`src/rtl/cordic_cos_iter_if.sv`:
```
// Valid/ready handshake bundle between the angle producer, the CORDIC core and the result consumer.
interface cordic_cos_iter_if #(
  parameter int unsigned WIDTH = 24
);
  logic             in_valid;
  logic             in_ready;
  logic [WIDTH-1:0] theta;
  logic             out_valid;
  logic             out_ready;
  logic [WIDTH-1:0] cos_out;
  logic [WIDTH-1:0] sin_out;

  modport master (
    output in_valid, theta, out_ready,
    input  in_ready, out_valid, cos_out, sin_out
  );

  modport slave (
    input  in_valid, theta, out_ready,
    output in_ready, out_valid, cos_out, sin_out
  );
endinterface

```
`src/rtl/cordic_cos_iter.sv`:
```
// Iterative rotation-mode CORDIC: one micro-rotation per clock, Q2.22 angle in, cos/sin out.
module cordic_cos_iter #(
  parameter int unsigned WIDTH      = 24,
  parameter int unsigned FRAC       = 22,
  parameter int unsigned ITERATIONS = 22
) (
  input  logic               clk,
  input  logic               reset,
  cordic_cos_iter_if.slave   bus
);
  localparam int unsigned XW = WIDTH + 2;
  localparam int unsigned CW = $clog2(WIDTH) + 1;
  localparam logic signed [XW-1:0] K = XW'(24'h26DD3B);

  typedef enum logic [1:0] {IDLE, RUN, DONE} state_t;

  state_t               state, state_next;
  logic signed [XW-1:0] x, y, z;
  logic signed [XW-1:0] x_next, y_next, z_next, atan_c;
  logic [CW-1:0]        iter;
  logic                 accept_c, last_c;
  logic                 in_ready_q, out_valid_q;
  logic [WIDTH-1:0]     cos_q, sin_q;

  // atan(2^-i) in Q2.22; past i=8 the table collapses to 2^(FRAC-i)
  function automatic logic [XW-1:0] atan_rom(input logic [CW-1:0] idx);
    case (idx)
      CW'(0):  return XW'(24'h3243F7);
      CW'(1):  return XW'(24'h1DAC67);
      CW'(2):  return XW'(24'h0FADBB);
      CW'(3):  return XW'(24'h07F56F);
      CW'(4):  return XW'(24'd261803);
      CW'(5):  return XW'(24'd131029);
      CW'(6):  return XW'(24'd65531);
      CW'(7):  return XW'(24'd32767);
      default: return (idx <= CW'(FRAC)) ? (XW'(1) << (CW'(FRAC) - idx)) : '0;
    endcase
  endfunction

  // One micro-rotation, direction chosen by the sign of the residual angle
  always_comb begin
    accept_c = bus.in_valid && in_ready_q;
    last_c   = (state == RUN) && (iter == CW'(ITERATIONS - 1));
    atan_c   = $signed(atan_rom(iter));
    if (!z[XW-1]) begin
      x_next = x - (y >>> iter);
      y_next = y + (x >>> iter);
      z_next = z - atan_c;
    end else begin
      x_next = x + (y >>> iter);
      y_next = y - (x >>> iter);
      z_next = z + atan_c;
    end
  end

  always_comb begin
    state_next = state;
    case (state)
      IDLE:    if (accept_c)      state_next = RUN;
      RUN:     if (last_c)        state_next = DONE;
      DONE:    if (bus.out_ready) state_next = IDLE;
      default:                    state_next = IDLE;
    endcase
  end

  always_ff @(posedge clk) begin
    if (reset) state <= IDLE;
    else       state <= state_next;
  end

  // Datapath and registered handshake outputs
  always_ff @(posedge clk) begin
    if (reset) begin
      in_ready_q  <= 1'b1;
      out_valid_q <= 1'b0;
      cos_q       <= '0;
      sin_q       <= '0;
      iter        <= '0;
      x           <= '0;
      y           <= '0;
      z           <= '0;
    end else begin
      in_ready_q  <= (state_next == IDLE);
      out_valid_q <= (state_next == DONE);
      if (accept_c) begin
        x    <= K;
        y    <= '0;
        z    <= {{2{bus.theta[WIDTH-1]}}, bus.theta};
        iter <= '0;
      end else if (state == RUN) begin
        x    <= x_next;
        y    <= y_next;
        z    <= z_next;
        iter <= iter + CW'(1);
      end
      if (last_c) begin
        cos_q <= x_next[WIDTH-1:0];
        sin_q <= y_next[WIDTH-1:0];
      end
    end
  end

  assign bus.in_ready  = in_ready_q;
  assign bus.out_valid = out_valid_q;
  assign bus.cos_out   = cos_q;
  assign bus.sin_out   = sin_q;
endmodule
```
`src/flat_wrapper.sv`:
```
// flat-port wrapper written by rule: the top's interface ports become plain ports
module cordic_cos_iter_flat 
#(
  parameter int unsigned WIDTH      = 24,
  parameter int unsigned FRAC       = 22,
  parameter int unsigned ITERATIONS = 22
)
  (clk, reset, bus_in_valid, bus_theta, bus_out_ready, bus_in_ready, bus_out_valid, bus_cos_out, bus_sin_out);
  cordic_cos_iter_if #(.WIDTH(WIDTH)) bus_i ();
  input  logic clk;
  input  logic reset;
  input wire logic [$bits(bus_i.in_valid)-1:0] bus_in_valid;
  input wire logic [$bits(bus_i.theta)-1:0] bus_theta;
  input wire logic [$bits(bus_i.out_ready)-1:0] bus_out_ready;
  output wire logic [$bits(bus_i.in_ready)-1:0] bus_in_ready;
  output wire logic [$bits(bus_i.out_valid)-1:0] bus_out_valid;
  output wire logic [$bits(bus_i.cos_out)-1:0] bus_cos_out;
  output wire logic [$bits(bus_i.sin_out)-1:0] bus_sin_out;
  assign bus_i.in_valid = bus_in_valid;
  assign bus_i.theta = bus_theta;
  assign bus_i.out_ready = bus_out_ready;
  assign bus_in_ready = bus_i.in_ready;
  assign bus_out_valid = bus_i.out_valid;
  assign bus_cos_out = bus_i.cos_out;
  assign bus_sin_out = bus_i.sin_out;
  cordic_cos_iter #(.WIDTH(WIDTH), .FRAC(FRAC), .ITERATIONS(ITERATIONS)) u_core (.clk(clk), .reset(reset), .bus(bus_i));
endmodule
```
`config.mk`:
```
export PLATFORM = sky130hd
export DESIGN_NAME = cordic_cos_iter_flat
export DESIGN_NICKNAME = d
export VERILOG_FILES = /design/src/rtl/cordic_cos_iter_if.sv /design/src/rtl/cordic_cos_iter.sv /design/src/flat_wrapper.sv
export SDC_FILE = /design/constraint.sdc
export NUM_CORES = 1
export LEC_CHECK = 0
export ABC_AREA = 1
export ABC_CLOCK_PERIOD_IN_PS = 10500
export CAP_MARGIN = 20
export CORE_ASPECT_RATIO = 0.75
export CORE_MARGIN = 2
export CORE_UTILIZATION = 30
export DETAILED_ROUTE_END_ITERATION = 12
export MAX_ROUTING_LAYER = met4
export PLACE_DENSITY = 0.5
export REMOVE_ABC_BUFFERS = 1
export SLEW_MARGIN = 15
export SYNTH_ARGS = -nofsm -noshare
export SYNTH_HDL_FRONTEND = slang
export SYNTH_SLANG_ARGS = --single-unit
```
`constraint.sdc`:
```
create_clock -name clk -period 10.5 [get_ports clk]
set_input_delay 3.15 -clock clk [delete_from_list [all_inputs] [get_ports clk]]
set_output_delay 3.15 -clock clk [all_outputs]
set_load 0.02 [all_outputs]
```
# After elaboration in Yosys (flattened, before gate mapping)
# Index checks and enable logic that the tools add are counted.
# op_classes
add_sub_neg	8
order_cmp	1
eq_ne	11
shifts	3
mux	13
reduce_logical	7
# op_table
operator	count
$pmux 26 s8	1
$mux 26	6
$add 26x26->26	3
$sub 26x26->26	3
$sshr 26x6->26	2
$mux 22	2
$shl 1x6->26 const A	1
$eq 6x3->1 const B	4
$eq 6x2->1 const B	2
$add 6x1->6 const B	1
$eq 6x1->1 const B	1
$eq 6x5->1 const B	1
$le 6x5->1 const B	1
$logic_not 6->1	1
$mux 2	3
$pmux 2 s3	1
$sub 5x6->6 const A	1
$eq 2x2->1 const B	2
$logic_not 2->1	2
$eq 2x1->1 const B	1
$logic_and 1x1->1	2
$reduce_bool 2->1	1
$reduce_or 2->1	1
# word_totals
regBits	136
out_inout_bits	50
wordCells	53

# Logic depth before layout (Yosys ltp)
# Gate-level depths: netlist (run 1).
# logic_depth
word_depth	8
depth_mapped	35
depth_no_buf	34

# Worst setup path after synthesis (run 1)
# OpenSTA, ideal clock, no wires.
# synth_timing
path_kind	flip-flop to flip-flop
startpoint	register u_core.iter[1]
endpoint	register u_core.z[21]
t_arrival_ps	4429
path_slack_ps	5939
path_stages_with_launch	34
n_path_buf	3
period_less_slack_ps	4561
path_cell_list	dfxtp_1 > buf_4 > inv_2 > buf_2 > buf_4 > ha_1 > nand3_2 > nand2_1 > nor2_1 > nand2_1 > nor2_4 > nand3_4 > o21ai_1 > inv_1 > ha_1 > nand2_2 > nor2_4 > nand2_2 > nor2_4 > nand3b_1 > nand2_1 > xor2_1 > inv_1 > ha_1 > a21oi_1 > inv_1 > a21oi_1 > nand2_1 > a21oi_1 > o21ai_0 > a21o_1 > or2_2 > nand3_1 > a31oi_1
# synth_via
elab_chain_len	8
elab_cells_between_ends	18
classes_between	add/sub: 3; order compare: 1; eq/ne: 7; shift: 1; mux: 5; reduce/logical: 1
# synth_lines
element	line	text
from (decl)	cordic_cos_iter.sv:20	logic [CW-1:0] iter;
from (signal assigned)	cordic_cos_iter.sv:94	iter <= iter + CW'(1);
$sub 5x6->6	cordic_cos_iter.sv:36	default: return (idx <= CW'(FRAC)) ? (XW'(1) << (CW'(FRAC) - idx)) : '0;
$shl 1x6->26	cordic_cos_iter.sv:36	
$mux 26	cordic_cos_iter.sv:36	
$pmux 26 s8 (*)	cordic_cos_iter.sv:27	case (idx)
$sub 26x26->26 / $add 26x26->26 (equally long branches)	cordic_cos_iter.sv:48, cordic_cos_iter.sv:52	
$mux 26 (*)	cordic_cos_iter.sv:45	if (!z[XW-1]) begin
$mux 26 (*)	cordic_cos_iter.sv:90	end else if (state == RUN) begin
$mux 26 (*)	cordic_cos_iter.sv:85	if (accept_c) begin
to (signal assigned)	cordic_cos_iter.sv:88	z <= {{2{bus.theta[WIDTH-1]}}, bus.theta};
to (signal assigned)	cordic_cos_iter.sv:93	z <= z_next;
to (decl)	cordic_cos_iter.sv:18	logic signed [XW-1:0] x, y, z;
# Mark *: on every way between the ends. The rest lies on a longest branch, timed or not. The select of a mux whose other input is x is not followed.
# A chain may end at the register's enable or synchronous reset.

# Final worst setup path (run 1)
# Same ends and word-level chain as after synthesis.

==> results of run 1 <==
==> report_power, final <==
part           leakage [nW]  internal, mW  total [mW]  switching, mW
Sequential             1.11         0.553       0.609         0.0559
Combinational          6.36         0.521        1.52           1.00
Clock                 0.292         0.397       0.664          0.267
==> final cells by class <==
class | instances | area (um^2)
multi-input combinational | 1872 | 9890
clock buffer | 17 | 425
fill | 5206 | 30200
sequential | 136 | 2730
timing repair buffer | 94 | 893
tap | 630 | 788
clock inverter | 15 | 199
inverter | 255 | 957
==> worst reg2reg max path, delay by kind of cell (launching register included) <==
kind                     cells  cell delay (ps)
flip-flops                   1             1030
adder cells (fa/ha/maj)      3             1020
XOR/XNOR                     1              180
AND/OR/NAND/NOR             15             1770
buffers and inverters        4              880
AO/OA/AOI/OAI                7             1460
==> how the worst max path moves through the flow <==
stage / from / to / slack, ps
2_1_floorplan: u_core.state[0] / u_core.bus.cos_out[23] / 3610
3_3_place_gp: u_core.iter[1] / u_core.z[21] / 4230
3_5_place_dp: u_core.iter[1] / u_core.z[21] / 4080
4_1_cts: u_core.iter[1] / u_core.z[21] / 4040
5_1_grt: u_core.iter[1] / u_core.z[21] / 3260
6_report: u_core.iter[1] / u_core.z[21] / 4020
==> state kept, by name, summed over array words and instances (netlist names) <==
name / cells
u_core.iter: 6
u_core.y: 26
u_core.z: 26
u_core.bus.in_ready: 1
u_core.state: 2
u_core.bus.out_valid: 1
u_core.x: 26
u_core.bus.cos_out: 24
u_core.bus.sin_out: 24
==> metrics by stage <==
| step | utilization | hold WS, ps | power [mW] | setup slack [ps] | cells |
|---|---|---|---|---|---|
| floorplan | - | 444 | 1.71 | 3610 | 2263 |
| global placement | 0.331 | 452 | 2.11 | 4230 | 2987 |
| detailed placement | 0.331 | 455 | 2.11 | 4080 | 2987 |
| CTS | 0.344 | 465 | 2.79 | 4040 | 3019 |
| global route | 0.344 | 482 | 3.03 | 3260 | 3019 |
| finish | 0.344 | 462 | 2.80 | 4020 | 3019 |
==> layer usage <==
layer,vias up,wire length [um],part of all wire
met3,38,2460,0.047
met5,-,0,0
met2,389,19900,0.38
li1,7840,-,-
met1,7274,29000,0.56
met4,0,806,0.015
==> cells by family after synthesis <==
kind of cell,synth area share
AOI/OAI and AO/OA,0.174
DFF,0.194
and+or+nand+nor,0.389
buffers and inverters,0.102
xor gates and xnor gates,0.0606
adders and majority gates,0.0801
==> cells in the final DEF, fill, tap and decap left out, types with 16 or more instances in the layout <==
| master | count |
|---|---|
| sky130_fd_sc_hd__xor2_1 | 70 |
| sky130_fd_sc_hd__o21ai_0 | 125 |
| sky130_fd_sc_hd__nand3_1 | 303 |
| sky130_fd_sc_hd__inv_1 | 238 |
| sky130_fd_sc_hd__nor2_1 | 206 |
| sky130_fd_sc_hd__a21oi_1 | 167 |
| sky130_fd_sc_hd__nand4_1 | 17 |
| sky130_fd_sc_hd__o211ai_1 | 27 |
| sky130_fd_sc_hd__nand2_1 | 631 |
| sky130_fd_sc_hd__a31oi_1 | 28 |
| sky130_fd_sc_hd__clkdlybuf4s50_1 | 76 |
| sky130_fd_sc_hd__buf_4 | 17 |
| sky130_fd_sc_hd__clkbuf_16 | 17 |
| sky130_fd_sc_hd__or2_2 | 25 |
| sky130_fd_sc_hd__ha_1 | 85 |
| sky130_fd_sc_hd__nor3_1 | 20 |
| sky130_fd_sc_hd__xnor2_1 | 27 |
| sky130_fd_sc_hd__dfxtp_1 | 134 |
| sky130_fd_sc_hd__o21ai_1 | 16 |
==> qor.tcl, run 1 <==
set qor(regToRegStartpoint) {u_core.iter[1]}
set qor(die_w_um) 254
set qor(r2r_end) {u_core.z[21]}
set qor(grt_antenna_before_repair) 0
set qor(crit_type) {reg2reg}
set qor(headroom_to_the_max_slew_limit) 0.239
set qor(placedInstanceArea_mm2) 0.0153
set qor(final_cell_area_mm2) 0.0159
set qor(routed_wirelength_mm) 52.2
set qor(most_used_layer_global_route) {met1}
set qor(ir_drop_mv) 0.128
set qor(asyncSetResetFlopFracSynth) 0
set qor(drtPass1Iterations) 5
set qor(yosys.cell_types.count) 57
set qor(rows) 68
set qor(floorplan.die.height_um) 191
set qor(power.density_mw_per_mm2) 176
set qor(seq_area_frac_synth) 0.194
set qor(clock_insertion_delay_worst_skew_ps) 470
set qor(min_path_type) {reg2reg}
set qor(yosys-top-cells-area) {sky130_fd_sc_hd__dfxtp_1 19%, sky130_fd_sc_hd__nand2_1 17%, sky130_fd_sc_hd__nand3_1 11%}
set qor(ctsHoldBuffers) 0
set qor(grt_pass1_vias) 14300
set qor(grt_use_met2) 0.293
set qor(ys_ff_latch) 136
set qor(core_area_mm2) 0.0461
set qor(cpMostUsedCell) {sky130_fd_sc_hd__nand2_1}
set qor(max_cap_viol_count) 0
set qor(numClockSinks) 136
set qor(setup.reg_to_reg.worst_slack_ps) 4020
set qor(layout-drive-gt1-share) 0.0557
set qor(clock_path_buffers) 2
set qor(cts_max_level) 4
set qor(cts_buffers) 17
set qor(post_synth_inst_count) 2364
set qor(synth_top_cell_area_share) 0.194
set qor(insertedDiodeCount) 0
set qor(post-route-drc-count) 0
set qor(ioPinCount) 78
set qor(worst_path_max_delay_cell) {sky130_fd_sc_hd__dfxtp_2}
set qor(tritoncts) {built}
set qor(holdPathStages) 2
set qor(cell_type_with_the_largest_total_area_after_synthesis) {sky130_fd_sc_hd__dfxtp_1}
set qor(final_hold_viol_count) 0
set qor(place.gp.congestion) 0.962
set qor(number_of_flops_mapped_to_enable_cells_by_yosys) 0
set qor(cpLargestDelayFamily) {simple AND/OR/NAND/NOR gates}
set qor(synth_common_cells) {631 x sky130_fd_sc_hd__nand2_1, 303 x sky130_fd_sc_hd__nand3_1, 238 x sky130_fd_sc_hd__inv_1}
set qor(grt_setup_unrepaired) {false}
set qor(setup_viol) 0
set qor(die_area_mm2) 0.0485
set qor(timing.critical_path.from_type) {flip-flop}
set qor(effective_utilization_at_floorplan) 0.304
set qor(timing.reg2reg.worst_path_depth) 30
set qor(grt_start_max_net_pins) 71
set qor(antenna_left) 0
set qor(global_route_met1_utilization) 0.351
set qor(maxSlewViolCount) 0
set qor(path_buf_inv) 4
set qor(hold_endpoint) {u_core.bus.cos_out[7]}
set qor(globalRouteTotalUtil) 0.224
set qor(grt_pass1_wl_mm) 81.8
set qor(final_net_count) 2492
set qor(critical_path_required_ps) 10830
set qor(timing.final.crit_share) 0.617
set qor(syn-mean-instance-area_um2) 5.93
set qor(routed-via-count) 15500
set qor(max_slew.worst_pin.slew_ps) 1130
set qor(post_cts_setup_buffer_count) 0
set qor(final.min_clock_period_ps) 6480
set qor(synth.cell_area_mm2) 0.0140
set qor(global_routing_usage_on_met3) 0.0264
set qor(status) {finished clean}
set qor(dp.final_hpwl_mm) 40.2
set qor(dr.first_iter.drc_count) 1347
set qor(root_buffer) {sky130_fd_sc_hd__clkbuf_16}
set qor(route.detailed.vias_per_inst) 5.15
set qor(areaGrowthSynthToFinish_pct) 13.3
set qor(cp_num_cells) 30
set qor(grt_overflow_total) 0
set qor(critPathMaxFanout) 57
set qor(critPathMaxStageDelay_ps) 1030
set qor(post_drt_wl_per_cell_um) 17.3
set qor(cellLeakagePower_nw) 7.77
set qor(worstHoldStart) {u_core.bus.cos_out[7]}
set qor(timing.setup.tns_ps) 0
set qor(ys.flop_type) {sky130_fd_sc_hd__dfxtp_1}
set qor(synth.most_common_cell) {sky130_fd_sc_hd__nand2_1}
set qor(yosys_warnings) 0
set qor(timing.critical_path.arrival_ps) 6820
set qor(worst_clock_skew_ps) 12.4
set qor(place.port_buffers) 77
set qor(clkSlewWorstSetupHoldPaths_ps) 70
set qor(critPathCaptureType) {flip-flop}
set qor(fmax_ghz) 0.154
set qor(cts_resized) 0
(Power assumes the default switching activity.)
==> inputs of run 2 (changes only) <==
ABC_CLOCK_PERIOD_IN_PS = 5200   (was 10500)
PLACE_DENSITY = 0.51   (was 0.5)
clock period = 5.2 ns   (was 10.5 ns; I/O delays follow)
==> run 2 against run 1 <==
  * Global-route usage is 0.89 points higher
  * First-iteration DRC count is 13% higher
  * Clock skew hardly changed
  * Largest power group unchanged
  * Maximum frequency is 32% higher
==> qor.tcl, run 2 (same netlist as run 1, synthesis figures left out) <==
set qor(fin_total_pwr_mw) 5.85 ;# was 2.80 mW
set qor(setup_viol) 0 ;# unchanged
set qor(final.min_clock_period_ps) 4910 ;# was 6480 ps
set qor(timing.critical_path.arrival_ps) 5240 ;# was 6820 ps
set qor(dr.first_iter.drc_count) 1517 ;# was 1,347
set qor(timing.reg2reg.worst_path_depth) 32 ;# was 30
set qor(timing.critical_path.from_type) {flip-flop} ;# unchanged
set qor(ir_drop_mv) 0.261 ;# was 0.128 mV
set qor(final_net_count) 2573 ;# was 2,492
set qor(layout-drive-gt1-share) 0.0923 ;# was 0.0557
set qor(max_slew.worst_pin.slew_ps) 807 ;# was 1130 ps
set qor(headroom_to_the_max_slew_limit) 0.462 ;# was 0.239
set qor(clock_path_buffers) 2 ;# unchanged
set qor(post_drt_wl_per_cell_um) 17.6 ;# was 17.3 um
set qor(regToRegStartpoint) {u_core.iter[0]} ;# was u_core.iter[1]
set qor(timing.final.ws_setup_ps) 294 ;# was 4020 ps
set qor(layout.cells.most_common_list) {631 x sky130_fd_sc_hd__nand2_1, 302 x sky130_fd_sc_hd__nand3_1, 238 x sky130_fd_sc_hd__inv_1} ;# was 631 x sky130_fd_sc_hd__nand2_1, 303 x sky130_fd_sc_hd__nand3_1, 238 x sky130_fd_sc_hd__inv_1
set qor(routed-via-count) 15800 ;# was 15,500
set qor(crit_start) {u_core.iter[0]} ;# was u_core.iter[1]
set qor(globalRouteTotalUtil) 0.233 ;# was 0.224
set qor(grt_start_max_net_pins) 57 ;# was 71
set qor(drtPass1Iterations) 6 ;# was 5
set qor(effective_utilization_at_floorplan) 0.304 ;# unchanged
set qor(grt_antenna_before_repair) 2 ;# was 0
set qor(worst_path_max_delay_cell) {sky130_fd_sc_hd__dfxtp_4} ;# was sky130_fd_sc_hd__dfxtp_2
set qor(final_hold_viol_count) 0 ;# unchanged
set qor(root_buffer) {sky130_fd_sc_hd__clkbuf_16} ;# unchanged
set qor(grt_pass1_wl_mm) 84.1 ;# was 81.8 mm
set qor(grt_overflow_total) 0 ;# unchanged
set qor(power.density_mw_per_mm2) 352 ;# was 176 mW/mm^2
set qor(final_cell_area_mm2) 0.0166 ;# was 0.0159 mm^2
set qor(cts_buffers) 17 ;# unchanged
set qor(die_w_um) 254 ;# unchanged
set qor(critPathCaptureType) {flip-flop} ;# unchanged
set qor(critical_path.endpoint) {u_core.z[21]} ;# unchanged
set qor(maxSlewViolCount) 0 ;# unchanged
set qor(ctsHoldBuffers) 0 ;# unchanged
set qor(max_cap_viol_count) 0 ;# unchanged
set qor(critPathMaxStageDelay_ps) 430 ;# was 1030 ps
set qor(post_cts_setup_buffer_count) 0 ;# unchanged
set qor(areaGrowthSynthToFinish_pct) 18.4 ;# was 13.3%
set qor(cpMostUsedCell) {sky130_fd_sc_hd__nand2_1} ;# unchanged
set qor(tritoncts) {built} ;# unchanged
set qor(antenna_left) 0 ;# unchanged
set qor(die_area_mm2) 0.0485 ;# unchanged
set qor(grt_pass1_vias) 14600 ;# was 14,300
set qor(clock_insertion_delay_worst_skew_ps) 470 ;# about the same
set qor(status) {finished clean} ;# unchanged
set qor(crit_type) {reg2reg} ;# unchanged
set qor(critPathMaxFanout) 7 ;# was 57
set qor(largest_registers) {u_core.x (26), u_core.y (26), u_core.z (26)} ;# unchanged
set qor(worst_clock_skew_ps) 12.9 ;# was 12.4 ps
set qor(dp.final_hpwl_mm) 42.4 ;# was 40.2 mm
set qor(routed_wirelength_mm) 54.6 ;# was 52.2 mm
set qor(fmax_ghz) 0.204 ;# was 0.154 GHz
set qor(most_common_library_cell_in_the_layout_ignoring_fill_and_taps) {sky130_fd_sc_hd__nand2_1} ;# unchanged
set qor(r2r_end) {u_core.z[21]} ;# unchanged
set qor(rows) 68 ;# unchanged
set qor(setup.reg_to_reg.worst_slack_ps) 290 ;# was 4020 ps
set qor(numClockSinks) 136 ;# unchanged
set qor(place.gp.congestion) 0.964 ;# was 0.962
set qor(clkSlewWorstSetupHoldPaths_ps) 60 ;# was 70 ps
set qor(holdPathStages) 2 ;# unchanged
set qor(place.port_buffers) 77 ;# unchanged
set qor(floorplan.die.height_um) 191 ;# unchanged
set qor(cts_max_level) 4 ;# unchanged
set qor(post-route-drc-count) 0 ;# unchanged
set qor(detailedPlace.worstSlack_ps) 350 ;# was 4080 ps
set qor(core_area_mm2) 0.0461 ;# unchanged
set qor(timing.final.crit_share) 0.943 ;# was 0.617
set qor(placedInstanceArea_mm2) 0.0159 ;# was 0.0153 mm^2
set qor(cellLeakagePower_nw) 8.20 ;# was 7.77 nW
set qor(ioPinCount) 78 ;# unchanged
set qor(min_path_type) {reg2reg} ;# unchanged
set qor(route.detailed.vias_per_inst) 5.09 ;# was 5.15
set qor(critical_path_required_ps) 5530 ;# was 10,830 ps
-- run 2: per-layer routing --
layer  up-vias  global-route usage  wire (um)
met5         -                   -          0
li1       8012                   -          -
met2       422               0.303      20600
met3        51              0.0418       3260
met1      7307               0.356      29800
met4         0              0.0615        981
-- run 2: worst min-delay path by stage --
stage,startpoint,endpoint
detailed placement,u_core.bus.cos_out[12],u_core.bus.cos_out[12]
global route,u_core.bus.cos_out[14],u_core.bus.cos_out[14]
CTS,u_core.bus.cos_out[12],u_core.bus.cos_out[12]
finish,u_core.bus.cos_out[12],u_core.bus.cos_out[12]
floorplan,u_core.z[0],u_core.z[0]
global placement,u_core.bus.cos_out[10],u_core.bus.cos_out[10]
-- run 2: worst max-delay path, delay by kind of cell, from the launching register on --
family	cells	cell delay [ps]
xor gates and xnor gates	1	160
adders and majority gates	3	740
DFF	1	430
AOI/OAI and AO/OA	7	1240
buffers and inverters	6	620
and+or+nand+nor	15	1590
-- run 2: area by class of cell --
| type | count | area, um^2 |
|---|---|---|
| flip-flops and latches | 136 | 2730 |
| repair buffers | 175 | 1560 |
| clock buffers | 19 | 443 |
| diodes | 1 | 2.50 |
| clock inverters | 13 | 170 |
| well taps | 630 | 788 |
| multi-input cells | 1872 | 9950 |
| inverters | 255 | 957 |
| fillers | 5149 | 29500 |
-- run 2: timing repair --
action	4_1_cts	5_1_grt
endpoints found under the setup margin	0	36
resized for setup	0	30
endpoints found under the hold margin	0	0
-- run 2: metrics by stage --
step,util,setup TNS [ps],instances,hold WS (ps)
after CTS,0.358,0,3099,464
final,0.360,0,3101,461
after global placement,0.344,0,3066,452
after detailed placement,0.345,0,3067,455
after floorplan,-,-80740,2263,444
after global routing,0.360,-36.3,3101,477
-- run 2: where the power goes --
part | leakage (nW) | internal (mW) | total, mW | switching, mW
registers | 1.11 | 1.12 | 1.22 | 0.104
logic | 6.79 | 1.19 | 3.31 | 2.12
clock network | 0.291 | 0.772 | 1.32 | 0.552
